===== src/rtl/dfr0520_wiper_sched.sv =====
// Frame scheduler for the dual digital pot driver: arbitrates wiper/shutdown requests and keeps wiper shadows.
// Optional wiper slew limiting is compiled in when DFR0520_SLEW_EN is defined.
module dfr0520_wiper_sched #(
   parameter int unsigned FRAME_CYCLES = 40
`ifdef DFR0520_SLEW_EN
   ,
   parameter int unsigned SLEW_STEP    = 8
`endif
) (
   input  logic       clk_in,
   input  logic       rst_n,
   input  logic       req0,
   input  logic [7:0] val0,
   input  logic       req1,
   input  logic [7:0] val1,
   input  logic       shdn_req,
   output logic [1:0] cmd,
   output logic [1:0] sel,
   output logic [7:0] data,
   output logic       EN,
   output logic       busy,
   output logic       ack0,
   output logic       ack1,
   output logic       ack_shdn,
   output logic [7:0] wiper0,
   output logic [7:0] wiper1
);

   // Requests are single-cycle pulses with no backpressure; acks are single-cycle completion pulses.
   typedef enum logic [1:0] {S_IDLE, S_ISSUE, S_WAIT, S_DONE} state_t;

   localparam logic [7:0] WAIT_LOAD = 8'(FRAME_CYCLES - 2);
   localparam logic [1:0] CMD_WRITE = 2'b01;
   localparam logic [1:0] CMD_SHDN  = 2'b10;
   localparam logic [1:0] SEL_P0    = 2'b01;
   localparam logic [1:0] SEL_P1    = 2'b10;
   localparam logic [1:0] SEL_BOTH  = 2'b11;

   state_t     state_q, state_d;
   logic [7:0] cnt_q, cnt_d;
   logic       pend0_q, pend0_d, pend1_q, pend1_d, pend_s_q, pend_s_d;
   logic [7:0] tgt0_q, tgt0_d, tgt1_q, tgt1_d;
   logic       fresh0_q, fresh0_d, fresh1_q, fresh1_d, fresh_s_q, fresh_s_d;
   logic       srv0_q, srv0_d, srv1_q, srv1_d, srv_s_q, srv_s_d;
   logic       reach0_q, reach0_d, reach1_q, reach1_d;
   logic       rr_q, rr_d;
   logic [1:0] cmd_q, cmd_d, sel_q, sel_d;
   logic [7:0] data_q, data_d;
   logic [7:0] wiper0_q, wiper0_d, wiper1_q, wiper1_d;

   logic [7:0] step0, step1;
   logic       merge_ok, pick0, any_pend, in_done;

`ifdef DFR0520_SLEW_EN
   localparam logic [8:0] SLEW_LIM = 9'(SLEW_STEP);

   // Move cur toward tgt by at most SLEW_LIM; the 9-bit difference keeps the sign so it never wraps.
   function automatic logic [7:0] step_toward(input logic [7:0] cur, input logic [7:0] tgt);
      logic [8:0] diff;
      diff = {1'b0, tgt} - {1'b0, cur};
      if (!diff[8])
         return (diff > SLEW_LIM) ? cur + SLEW_LIM[7:0] : tgt;
      else
         return ((-diff) > SLEW_LIM) ? cur - SLEW_LIM[7:0] : tgt;
   endfunction

   assign step0    = step_toward(wiper0_q, tgt0_q);
   assign step1    = step_toward(wiper1_q, tgt1_q);
   assign merge_ok = pend0_q && pend1_q && (tgt0_q == tgt1_q) && (wiper0_q == wiper1_q);
`else
   assign step0    = tgt0_q;
   assign step1    = tgt1_q;
   assign merge_ok = pend0_q && pend1_q && (tgt0_q == tgt1_q);
`endif

   assign any_pend = pend_s_q | pend0_q | pend1_q;
   assign pick0    = pend0_q && (!pend1_q || !rr_q);
   assign in_done  = (state_q == S_DONE);

   always_ff @(posedge clk_in or negedge rst_n) begin
      if (!rst_n) begin
         state_q   <= S_IDLE;
         cnt_q     <= '0;
         pend0_q   <= 1'b0;
         pend1_q   <= 1'b0;
         pend_s_q  <= 1'b0;
         tgt0_q    <= 8'h80;
         tgt1_q    <= 8'h80;
         fresh0_q  <= 1'b0;
         fresh1_q  <= 1'b0;
         fresh_s_q <= 1'b0;
         srv0_q    <= 1'b0;
         srv1_q    <= 1'b0;
         srv_s_q   <= 1'b0;
         reach0_q  <= 1'b0;
         reach1_q  <= 1'b0;
         rr_q      <= 1'b0;
         cmd_q     <= '0;
         sel_q     <= '0;
         data_q    <= '0;
         wiper0_q  <= 8'h80;
         wiper1_q  <= 8'h80;
      end else begin
         state_q   <= state_d;
         cnt_q     <= cnt_d;
         pend0_q   <= pend0_d;
         pend1_q   <= pend1_d;
         pend_s_q  <= pend_s_d;
         tgt0_q    <= tgt0_d;
         tgt1_q    <= tgt1_d;
         fresh0_q  <= fresh0_d;
         fresh1_q  <= fresh1_d;
         fresh_s_q <= fresh_s_d;
         srv0_q    <= srv0_d;
         srv1_q    <= srv1_d;
         srv_s_q   <= srv_s_d;
         reach0_q  <= reach0_d;
         reach1_q  <= reach1_d;
         rr_q      <= rr_d;
         cmd_q     <= cmd_d;
         sel_q     <= sel_d;
         data_q    <= data_d;
         wiper0_q  <= wiper0_d;
         wiper1_q  <= wiper1_d;
      end
   end

   always_comb begin
      state_d  = state_q;
      cnt_d    = cnt_q;
      srv0_d   = srv0_q;
      srv1_d   = srv1_q;
      srv_s_d  = srv_s_q;
      reach0_d = reach0_q;
      reach1_d = reach1_q;
      rr_d     = rr_q;
      cmd_d    = cmd_q;
      sel_d    = sel_q;
      data_d   = data_q;
      wiper0_d = wiper0_q;
      wiper1_d = wiper1_q;

      // fresh* marks a request that arrived after its channel was latched, so DONE must not clear it.
      fresh0_d  = in_done ? 1'b0 : ((state_q == S_IDLE) ? req0     : (fresh0_q  | req0));
      fresh1_d  = in_done ? 1'b0 : ((state_q == S_IDLE) ? req1     : (fresh1_q  | req1));
      fresh_s_d = in_done ? 1'b0 : ((state_q == S_IDLE) ? shdn_req : (fresh_s_q | shdn_req));

      pend0_d  = (pend0_q  && !(in_done && srv0_q && reach0_q && !fresh0_q)) || req0;
      pend1_d  = (pend1_q  && !(in_done && srv1_q && reach1_q && !fresh1_q)) || req1;
      pend_s_d = (pend_s_q && !(in_done && srv_s_q && !fresh_s_q)) || shdn_req;
      tgt0_d   = req0 ? val0 : tgt0_q;
      tgt1_d   = req1 ? val1 : tgt1_q;

      case (state_q)
         S_IDLE: begin
            if (any_pend) begin
               state_d  = S_ISSUE;
               cnt_d    = WAIT_LOAD;
               srv0_d   = 1'b0;
               srv1_d   = 1'b0;
               srv_s_d  = 1'b0;
               reach0_d = 1'b0;
               reach1_d = 1'b0;
               cmd_d    = CMD_WRITE;
               if (pend_s_q) begin
                  cmd_d   = CMD_SHDN;
                  sel_d   = SEL_BOTH;
                  data_d  = 8'h00;
                  srv_s_d = 1'b1;
               end else if (merge_ok) begin
                  sel_d    = SEL_BOTH;
                  data_d   = step0;
                  srv0_d   = 1'b1;
                  srv1_d   = 1'b1;
                  reach0_d = (step0 == tgt0_q);
                  reach1_d = (step1 == tgt1_q);
               end else if (pick0) begin
                  sel_d    = SEL_P0;
                  data_d   = step0;
                  srv0_d   = 1'b1;
                  reach0_d = (step0 == tgt0_q);
                  rr_d     = ~rr_q;
               end else begin
                  sel_d    = SEL_P1;
                  data_d   = step1;
                  srv1_d   = 1'b1;
                  reach1_d = (step1 == tgt1_q);
                  rr_d     = ~rr_q;
               end
            end
         end
         S_ISSUE: state_d = S_WAIT;
         S_WAIT: begin
            if (cnt_q == 8'd0) state_d = S_DONE;
            else               cnt_d   = cnt_q - 8'd1;
         end
         S_DONE: begin
            state_d = S_IDLE;
            if (srv0_q) wiper0_d = data_q;
            if (srv1_q) wiper1_d = data_q;
         end
         default: state_d = S_IDLE;
      endcase
   end

   assign cmd      = cmd_q;
   assign sel      = sel_q;
   assign data     = data_q;
   assign EN       = (state_q == S_ISSUE);
   assign busy     = (state_q == S_ISSUE) || (state_q == S_WAIT);
   assign ack0     = in_done && srv0_q && reach0_q;
   assign ack1     = in_done && srv1_q && reach1_q;
   assign ack_shdn = in_done && srv_s_q;
   assign wiper0   = wiper0_q;
   assign wiper1   = wiper1_q;

endmodule


===== config.mk =====
export PLATFORM = sky130hd
export DESIGN_NAME = dfr0520_wiper_sched
export DESIGN_NICKNAME = d
export VERILOG_FILES = /design/src/rtl/dfr0520_wiper_sched.sv
export SDC_FILE = /design/constraint.sdc
export NUM_CORES = 1
export LEC_CHECK = 0
export BUFFER_PORTS_ARGS = -buffer_cell sky130_fd_sc_hd__buf_2
export CAP_MARGIN = 20
export CORE_AREA = 2 2 95 97
export DETAILED_ROUTE_END_ITERATION = 8
export DIE_AREA = 0 0 97 99
export SLEW_MARGIN = 0
export SYNTH_ARGS = -nofsm -noshare
export SYNTH_HDL_FRONTEND = slang
export SYNTH_SLANG_ARGS = --single-unit
export TNS_END_PERCENT = 20

===== constraint.sdc =====
create_clock -name clk_in -period 2.4 [get_ports clk_in]
set_input_delay 0.12 -clock clk_in [delete_from_list [all_inputs] [get_ports clk_in]]
set_output_delay 0.12 -clock clk_in [all_outputs]
set_load 0.03 [all_outputs]

==> results of run 1 <==
==> cells by family after synthesis <==
logic type / count (synthesis) / synth area share [%]
adder cells (fa/ha/maj): 7 / 2.98
AO/OA/AOI/OAI: 47 / 9.46
multiplexers: 37 / 14.2
XOR/XNOR: 12 / 3.58
flip-flops: 63 / 53.9
buffers and inverters: 19 / 2.73
AND/OR/NAND/NOR: 79 / 13.2
==> worst min path at each step <==
stage | slack, ps | end
after floorplan | -180 | cmd[0]$_DFFE_PN0P_
after global placement | 190 | state_q[0]$_DFFE_PN0P_
after detailed placement | 190 | fresh_s_q$_DFF_PN0_
after CTS | 0.7 | step1[6]$_DFFE_PN0P_
after global routing | 9 | step1[6]$_DFFE_PN0P_
final | 20 | step1[6]$_DFFE_PN0P_
==> timing repair <==
| action | in CTS | in global routing |
|---|---|---|
| hold buffers | 13 | 0 |
| buffers inserted | 0 | 0 |
| hold endpoints to repair | 37 | 0 |
| gates resized for setup | 0 | 0 |
==> cell usage after synthesis, drive strengths merged, types with 5 or more instances <==
cell,count
dfrtp,59
nand2,35
nor2,15
nand3,10
xnor2,5
xor2,7
mux2,37
o21ai,12
clkbuf,7
a31oi,7
a21oi,19
inv,8
ha,7
==> routing by layer <==
layer  routed length [µm]  vias up
met1                 3030     1051
met5                    0        -
li1                     -     1074
met4                  121        0
met3                  318       10
met2                 2820       65
==> worst reg2reg max path, cell delays in order (launching register included) <==
cell	delay, ps
dfrtp_1	400
inv_1	100
ha_1	280
nor4b_2	210
nor4_2	330
nand3_1	180
or4_1	440
nand2_1	80
==> power breakdown <==
group	switching [mW]	leakage, nW	internal [mW]
clock	0.394	0.110	0.611
combinational	0.0696	0.863	0.0762
sequential	0.0329	0.772	1.09
==> area by class of cell <==
class / count / area (µm²) / share of cell area [%]
timing repair buffer: 69 / 430 / 11.7
clock buffer: 12 / 145 / 3.96
multi-input combinational: 182 / 1270 / 34.7
clock inverter: 4 / 70.1 / 1.91
sequential: 63 / 1580 / 43.1
tap: 108 / 135 / 3.69
inverter: 8 / 30.0 / 0.819
==> state kept, by name, indices dropped and copies added (netlist names) <==
register	count
cmd	1
cnt_q	8
data	8
fresh0_q	1
fresh1_q	1
fresh_s_q	1
pend0_q	1
pend1_q	1
pend_s_q	1
reach0_q	1
reach1_q	1
rr_q	1
sel	2
srv_s_q	1
state_q	2
step0	8
step1	8
wiper0	8
wiper1	8
==> metrics by stage <==
stage	cell area [µm²]	setup WS, ps	hold WS (ps)
floorplan	2940	549	-176
global placement	3320	403	186
detailed placement	3320	328	193
CTS	3670	328	0.683
global route	3670	152	9.09
finish	3670	327	16.2
==> reports/qor.yml, run 1 <==
status: "finished, final reports clean"
area_growth_pct: 24.9
r2r_slack_ps: 330
grt_use_met1_pct: 18.8
vias_per_cell: 4.93
maxSlewViolCount: 0
yosysWarnings: 0
setup_viol: 0
yosys.cell_types.count: 38
layout-drive-gt1-share_pct: 34.0
cp.arrival_ps: 2350
netlist_instances: 264
max_cap_violations: 0
num_rows: 34
power_density_mw_per_mm2: 621
final_cells: 446
track_usage_pct: 14.0
slowest_delay_ps: 440
gp_congestion: 0.842
drt_first_pass_iters: 4
cts_tree: "done"
r2r-end: "cnt_q[7]$_DFFE_PN0P_"
cp_max_fo: 7
rr_startpoint: "state_q[0]$_DFFE_PN0P_"
grt_busiest_layer: "met2"
cp_num_cells: 7
finalPower_mw: 2.28
ys_seq_area_share_pct: 53.9
layout_common_cells: "dfrtp_1, buf_2, mux2_2, nand2_1, a21oi_1"
setup_tns_ps: 0
rr_worst_depth: 7
post-place-cells: 417
use_met2_pct: 21.5
final_antenna_net_count: 0
rsz0062_at_grt: "false"
final_common_cell: "dfrtp_1"
syn_area_mm2: 0.00294
vdd_drop_max_v: 0.000326
critPathSlowestCell: "or4_1"
max-clock-path-buffers: 2
end_kind: "register"
synth_fp_nets: 292
synth_seq_cells: 63
yosys.area.top_type: "dfrtp_1"
numPortBuffers: 53
hold_viol: 0
drc: 0
io_pins: 54
nets: 361
die_h_um: 99
ys.flop_type: "dfrtp_1"
fin_skew_ps: 8.08
required_ps: 2680
crit_path_end: "cnt_q[7]$_DFFE_PN0P_"
drtIter0Drc: 160
grt_pass1_vias: 2105
wl_per_cell_um: 14.1
grt.met3_usage_pct: 3.83
die-area_mm2: 0.00960
grt_pass1_wl_mm: 10.6
antenna_found_initial: 0
clk_latency_ps: 340
via_count: 2200
root_buffer: "clkbuf_8"
n_antenna_cell: 0
holdPathStages: 2
min_from: "val1[6]"
clkTransAtPathRegs_ps: 70
min_path_type: "input pin to register"
die_w_um: 97
post-route-util_pct: 42.9
design.core.area_mm2: 0.00855
syn-mean-instance-area_um2: 11.1
crit_type: "register to register"
critPathTopFamily: "simple AND/OR/NAND/NOR gates"
crit_buf_inv: 1
worstMarginPinSlew_ps: 720
fmax_ghz: 0.482
synth_top_area_share_pct: 50.3
wl_mm: 6.28
grt_max_degree: 37
slew_headroom_pct: 51.8
cts_sinks: 63
fill_cells: 813
p_leak_nw: 1.75
synthArstFlopShare_pct: 100
cp-startpoint: "state_q[0]$_DFFE_PN0P_"
gr-total-overflow: 0
cts_max_level: 3
numCtsBuffers: 9
cp_cell_sequence: "inv_1 > ha_1 > nor4b_2 > nor4_2 > nand3_1 > or4_1 > nand2_1"
hpwl_mm: 4.51
min_period_over_period_pct: 86.4
synthTopCellsByArea: "dfrtp_1, mux2_2, nand2_1"
synth_edf_count: 0
fin_crit_ps: 2070
start_kind: "register"
start_util_pct: 34.3
(Power assumes the default switching activity.)
==> run 2, diff against run 1 <==
--- a/config.mk
+++ b/config.mk
@@ -5,11 +5,12 @@
 export SDC_FILE = /design/constraint.sdc
 export NUM_CORES = 1
 export LEC_CHECK = 0
+export ABC_AREA = 1
 export BUFFER_PORTS_ARGS = -buffer_cell sky130_fd_sc_hd__buf_2
 export CAP_MARGIN = 20
-export CORE_AREA = 2 2 95 97
+export CORE_AREA = 2 2 96 98
 export DETAILED_ROUTE_END_ITERATION = 8
-export DIE_AREA = 0 0 97 99
+export DIE_AREA = 0 0 98 100
 export SLEW_MARGIN = 0
 export SYNTH_ARGS = -nofsm -noshare
 export SYNTH_HDL_FRONTEND = slang
==> constraint.sdc (replaced) <==
create_clock -name clk_in -period 2.4 [get_ports clk_in]
set_input_delay 0.12 -clock clk_in [delete_from_list [all_inputs] [get_ports clk_in]]
set_output_delay 0.12 -clock clk_in [all_outputs]
set_load 0.05 [all_outputs]
==> run 2 against run 1 <==
Compared with the run above:
- first-iteration DRC count down 37%
- sequential power about the same
- non-clock buffer count up 1
- critical endpoint is now ack1
- highest routed layer unchanged
==> reports/qor.yml, run 2 <==
cts_tree: "done"  # unchanged
setup_viol: 0  # unchanged
synth-compound-area-share_pct: 12.7  # was 9.46%
rr_worst_depth: 7  # unchanged
via_count: 2383  # was 2200
synth_edf_count: 0  # unchanged
post-route-util_pct: 41.5  # was 42.9%
maxSlewViolCount: 0  # unchanged
n_antenna_cell: 0  # unchanged
slowest_delay_ps: 390  # was 440 ps
required_ps: 2280  # was 2680 ps
grt_max_degree: 35  # was 37
cp.arrival_ps: 1760  # was 2350 ps
yosysWarnings: 0  # unchanged
grt_pass1_vias: 2316  # was 2105
synthMuxAreaShare_pct: 0  # was 14.2%
status: "finished, final reports clean"  # unchanged
r2r-end: "cnt_q[6]$_DFFE_PN0P_"  # was cnt_q[7]$_DFFE_PN0P_
num_rows: 35  # was 34
grt_pass1_wl_mm: 11.0  # was 10.6 mm
die_h_um: 100  # was 99 µm
gr-total-overflow: 0  # unchanged
end_kind: "primary output"  # was register
cts_setup_buffers: 0  # unchanged
track_usage_pct: 14.1  # was 14.0%
finalPower_mw: 2.23  # was 2.28 mW
min_from: "val1[1]"  # was val1[6]
synthAdderAreaFrac_pct: 2.95  # was 2.98%
worstMarginPinSlew_ps: 724  # was 720 ps
post-place-cells: 503  # was 417
power_density_mw_per_mm2: 605  # was 621 mW/mm²
cp_max_fo: 18  # was 7
holdPathStages: 3  # was 2
setup_tns_ps: 0  # unchanged
yosys-top-cells-count: "nand2_1, dfrtp_1, o21ai_0, inv_1, nand3_1"  # was dfrtp_1, mux2_2, nand2_1, a21oi_1, nor2_1
synth_seq_cells: 63  # unchanged
ys.flop_type: "dfrtp_1"  # unchanged
drt_first_pass_iters: 5  # was 4
fmax_ghz: 0.531  # was 0.482 GHz
yosys.area.top_type: "dfrtp_1"  # unchanged
clkTransAtPathRegs_ps: 70  # about the same
drtIter0Drc: 101  # was 160
rr_startpoint: "state_q[0]$_DFFE_PN0P_"  # unchanged
layout-drive-gt1-share_pct: 22.6  # was 34.0%
synth_top_family_by_area: "simple AND/OR/NAND/NOR gates"  # was multiplexers
max_cap_violations: 0  # unchanged
cp_cell_sequence: "ha_1 > nand2_1 > inv_1 > buf_2"  # was inv_1 > ha_1 > nor4b_2 > nor4_2 > nand3_1 > or4_1 > nand2_1
yosys.cell_types.count: 30  # was 38
io_pins: 54  # unchanged
root_buffer: "clkbuf_8"  # unchanged
wl_mm: 6.42  # was 6.28 mm
min_period_over_period_pct: 78.4  # was 86.4%
vdd_drop_max_v: 0.000307  # was 0.000326 V
drc: 0  # unchanged
hold_viol: 0  # unchanged
synth_fp_nets: 376  # was 292
synth-simple-area-share_pct: 22.6  # was 13.2%
clk_latency_ps: 340  # about the same
min_path_type: "input pin to register"  # unchanged
max-clock-path-buffers: 2  # unchanged
final_common_cell: "nand2_1"  # was dfrtp_1
rsz0062_at_grt: "false"  # unchanged
wl_per_cell_um: 12.0  # was 14.1 µm
slew_headroom_pct: 51.8  # about the same
critPathSlowestCell: "dfrtp_1"  # was or4_1
final_cells: 535  # was 446
cts_sinks: 63  # unchanged
holdPathEnd: "step1[1]$_DFFE_PN0P_"  # was step1[6]$_DFFE_PN0P_
synthArstFlopShare_pct: 100  # unchanged
synth_top_area_share_pct: 49.8  # was 50.3%
die_w_um: 98  # was 97 µm
p_leak_nw: 1.85  # was 1.75 nW
numCtsBuffers: 9  # unchanged
synthTopCellsByArea: "dfrtp_1, nand2_1, o21ai_0"  # was dfrtp_1, mux2_2, nand2_1
nets: 447  # was 361
syn_area_mm2: 0.00296  # was 0.00294 mm²
layout_common_cells: "nand2_1, dfrtp_1, buf_2, o21ai_0, inv_1"  # was dfrtp_1, buf_2, mux2_2, nand2_1, a21oi_1
antenna_found_initial: 0  # unchanged
start_util_pct: 33.3  # was 34.3%
cts_max_level: 3  # unchanged
syn-mean-instance-area_um2: 8.52  # was 11.1 µm²
vias_per_cell: 4.45  # was 4.93
fin_crit_ps: 1880  # was 2070 ps
die-area_mm2: 0.00980  # was 0.00960 mm²
start_kind: "register"  # unchanged
hpwl_mm: 4.53  # was 4.51 mm
yosys.area_share.xor_xnor_pct: 0.295  # was 3.58%
yosysMostFrequentCell: "nand2_1"  # was dfrtp_1
crit_type: "register to primary output"  # was register to register
r2r_slack_ps: 760  # was 330 ps
netlist_instances: 348  # was 264
final_antenna_net_count: 0  # unchanged
area_growth_pct: 24.4  # was 24.9%
fin_skew_ps: 10.6  # was 8.08 ps
numPortBuffers: 53  # unchanged
design.core.area_mm2: 0.00889  # was 0.00855 mm²
ys_seq_area_share_pct: 53.4  # was 53.9%
hold_slack_ps: 20.9  # was 16.2 ps
gp_congestion: 0.838  # was 0.842
[run 2: worst max-delay path by stage]
stage / start / end / cells past startpoint
CTS: state_q[0]$_DFFE_PN0P_ / ack0 / 4
finish: state_q[0]$_DFFE_PN0P_ / ack1 / 4
global route: state_q[0]$_DFFE_PN0P_ / ack1 / 4
global placement: state_q[0]$_DFFE_PN0P_ / ack0 / 4
floorplan: state_q[0]$_DFFE_PN0P_ / ack0 / 5
detailed placement: state_q[0]$_DFFE_PN0P_ / cnt_q[2]$_DFFE_PN0P_ / 7
[run 2: kinds of logic (layout without fill, tap and decap cells)]
logic type | count (synthesis) | after routing
simple gates | 153 | 153
xor+xnor | 1 | 1
compound gates | 69 | 69
fa+ha+maj | 7 | 7
buf+inv | 55 | 131
flops | 63 | 63
[run 2: report_power, final]
group | switching, mW | total [mW] | internal (mW) | leakage (nW)
clock | 0.410 | 0.990 | 0.580 | 0.107
sequential | 0.0149 | 1.10 | 1.09 | 0.779
combinational | 0.0782 | 0.135 | 0.0573 | 0.969
total | 0.503 | 2.23 | 1.73 | 1.85
[run 2: what timing repair did]
action	CTS	global route
gates resized for setup	0	0
hold endpoints to repair	42	0
hold buffers	16	0
[run 2: final cells by class]
type	count	area, µm²
tap	111	139
inverter	45	171
fill	917	5200
multi-input combinational	230	1140
clock inverter	5	75.1
sequential	63	1580
clock buffer	11	131
timing repair buffer	70	445
[run 2: metrics by stage]
step | instance area (µm²) | worst slack (ps)
3_5_place_dp | 3320 | 764
2_1_floorplan | 2960 | 885
3_3_place_gp | 3320 | 859
4_1_cts | 3690 | 473
5_1_grt | 3690 | 330
6_report | 3690 | 518
[run 2: worst max-delay path, delay by kind of cell (launching register included)]
| kind | cells | cell delay (ps) |
|---|---|---|
| adders and majority gates | 1 | 290 |
| and+or+nand+nor | 1 | 340 |
| buffers and inverters | 2 | 400 |
| DFF | 1 | 390 |
[run 2: layer usage]
layer / vias to the layer above / track usage, % / part of all wire [%]
li1: 1250 / - / -
met1: 1076 / 19.3 / 49
met2: 48 / 21.1 / 45
met3: 9 / 3.34 / 4.1
met4: 0 / 7.05 / 1.8
met5: - / 0 / 0
==> run 3, diff against run 2 <==
==> constraint.sdc (replaced) <==
create_clock -name clk_in -period 1.75 [get_ports clk_in]
set_input_delay 0.0875 -clock clk_in [delete_from_list [all_inputs] [get_ports clk_in]]
set_output_delay 0.0875 -clock clk_in [all_outputs]
set_load 0.05 [all_outputs]
==> run 3 against run 2 <==
Compared with the run above:
- count of clock-buffer cells in the layout down 2
- final area up 1.8%
- worst setup slack got worse by 390 ps
- clock power is 45% higher
- flip-flop and latch count is the same
- global-route usage rose by 0.26 points
- die area stayed put
- clock skew rose by 7.0 ps
- largest cell class unchanged
==> reports/qor.yml, run 3 (synthesis gave the netlist of run 2 again) <==
crit_buf_inv: 2  # unchanged
rsz0062_at_grt: "false"  # unchanged
root_buffer: "clkbuf_8"  # unchanged
grt_max_degree: 64  # was 35
finalPower_mw: 3.14  # was 2.23 mW
min_path_type: "input pin to register"  # unchanged
nets: 451  # was 447
cp_cell_sequence: "ha_2 > nand2_2 > inv_1 > buf_2"  # was ha_1 > nand2_1 > inv_1 > buf_2
cts_max_level: 3  # unchanged
rr_worst_depth: 7  # unchanged
track_usage_pct: 14.4  # was 14.1%
required_ps: 1660  # was 2280 ps
max_cap_violations: 0  # unchanged
cts_tree: "done"  # unchanged
setup_viol: 0  # unchanged
setup_tns_ps: 0  # unchanged
fin_skew_ps: 17.6  # was 10.6 ps
status: "finished, final reports clean"  # unchanged
r2r_slack_ps: 230  # was 760 ps
drtIter0Drc: 77  # was 101
vdd_drop_max_v: 0.000369  # was 0.000307 V
cts_sinks: 63  # unchanged
worst_slack_ps: 131  # was 518 ps
wl_mm: 6.51  # was 6.42 mm
crit_type: "register to primary output"  # unchanged
drc: 0  # unchanged
fmax_ghz: 0.618
cp_num_cells: 4  # unchanged
r2r-end: "cnt_q[3]$_DFFE_PN0P_"  # was cnt_q[6]$_DFFE_PN0P_
holdPathStages: 3  # unchanged
grt_pass1_vias: 2483  # was 2316
num_rows: 35  # unchanged
start_util_pct: 33.3  # unchanged
clkTransAtPathRegs_ps: 70  # about the same
numCtsBuffers: 9  # unchanged
grt.met3_usage_pct: 3.48  # was 3.34%
via_count: 2448  # was 2383
hpwl_mm: 4.65  # was 4.53 mm
grt_pass1_wl_mm: 11.4  # was 11.0 mm
min_from: "req0"  # was val1[1]
area_growth_pct: 26.7  # was 24.4%
grt_use_met1_pct: 18.4  # was 19.3%
die-area_mm2: 0.00980  # unchanged
design.core.area_mm2: 0.00889  # unchanged
antenna_found_initial: 0  # unchanged
start_kind: "register"  # unchanged
grt_busiest_layer: "met2"  # unchanged
cts_setup_buffers: 0  # unchanged
use_met2_pct: 23.5  # was 21.1%
power_density_mw_per_mm2: 836  # was 605 mW/mm²
final_common_cell: "nand2_1"  # unchanged
gp_congestion: 0.864  # was 0.838
maxSlewViolCount: 0  # unchanged
numPortBuffers: 53  # unchanged
max-clock-path-buffers: 2  # unchanged
fill_cells: 900  # was 917
slowest_delay_ps: 400  # was 390 ps
vias_per_cell: 4.54  # was 4.45
layout_common_cells: "nand2_1, dfrtp_1, buf_2, o21ai_0, inv_1"  # unchanged
p_leak_nw: 1.87  # was 1.85 nW
cp_max_fo: 10  # was 18
layout-drive-gt1-share_pct: 24.3  # was 22.6%
drt_first_pass_iters: 4  # was 5
holdPathEnd: "step0[7]$_DFFE_PN1P_"  # was step1[1]$_DFFE_PN0P_
end_kind: "primary output"  # unchanged
critPathTopFamily: "flip-flops"  # was buffers and inverters
io_pins: 54  # unchanged
cp.arrival_ps: 1530  # was 1760 ps
critPathSlowestCell: "dfrtp_1"  # unchanged
post-place-ws_ps: 118  # was 764 ps
wl_per_cell_um: 12.1  # was 12.0 µm
slew_headroom_pct: 65.3  # was 51.8%
rr_startpoint: "state_q[0]$_DFFE_PN0P_"  # unchanged
die_h_um: 100  # unchanged
min_period_over_period_pct: 92.5
hold_viol: 0  # unchanged
final_antenna_net_count: 0  # unchanged
worstMarginPinSlew_ps: 519  # was 724 ps
die_w_um: 98  # unchanged
n_antenna_cell: 0  # unchanged
clk_latency_ps: 350  # was 340 ps
hold_slack_ps: 113  # was 20.9 ps
post-route-util_pct: 42.2  # was 41.5%
gr-total-overflow: 0  # unchanged
fin_crit_ps: 1620
[run 3: worst max path at each step]
stage                            from              endpoint
6_report       state_q[0]$_DFFE_PN0P_                  ack1
5_1_grt        state_q[0]$_DFFE_PN0P_                  ack1
4_1_cts        state_q[0]$_DFFE_PN0P_                  ack0
3_5_place_dp   state_q[0]$_DFFE_PN0P_  cnt_q[3]$_DFFE_PN0P_
3_3_place_gp   state_q[0]$_DFFE_PN0P_  cnt_q[2]$_DFFE_PN0P_
2_1_floorplan  state_q[0]$_DFFE_PN0P_                  ack0
[run 3: tightest hold or removal path: cells and delay by family]
family	cells	cell delay, ps
AND/OR/NAND/NOR	1	90
AO/OA/AOI/OAI	1	70
buffers and inverters	1	190
[run 3: area by class of cell]
cell class	instances	area [µm²]	area share, %
clock inverters	7	103	2.73
clock buffers	9	124	3.30
flip-flops and latches	63	1580	42.1
inverters	45	171	4.57
well taps	111	139	3.70
repair buffers	74	483	12.9
multi-input cells	230	1150	30.7
[run 3: layer usage]
layer | vias up | routed length (µm)
li1 | 1258 | -
met1 | 1132 | 3110
met2 | 46 | 3010
met3 | 12 | 273
met4 | 0 | 109
met5 | - | 0
[run 3: per-stage QoR]
step / std cells / instance area [µm²]
6_report: 539 / 3750
5_1_grt: 539 / 3750
4_1_cts: 539 / 3750
3_5_place_dp: 505 / 3340
3_3_place_gp: 505 / 3340
2_1_floorplan: 348 / 2960
[run 3: where the power goes]
group | switching [mW] | total [mW] | internal (mW)
Sequential | 0.0214 | 1.51 | 1.49
Clock | 0.620 | 1.44 | 0.818
Combinational | 0.107 | 0.189 | 0.0817
[run 3: repair_timing]
item                       CTS  global route
cloned                       0             0
setup endpoints to repair    2             4
hold endpoints to repair    77             0
hold buffers                18             0
gates resized for setup      2             3
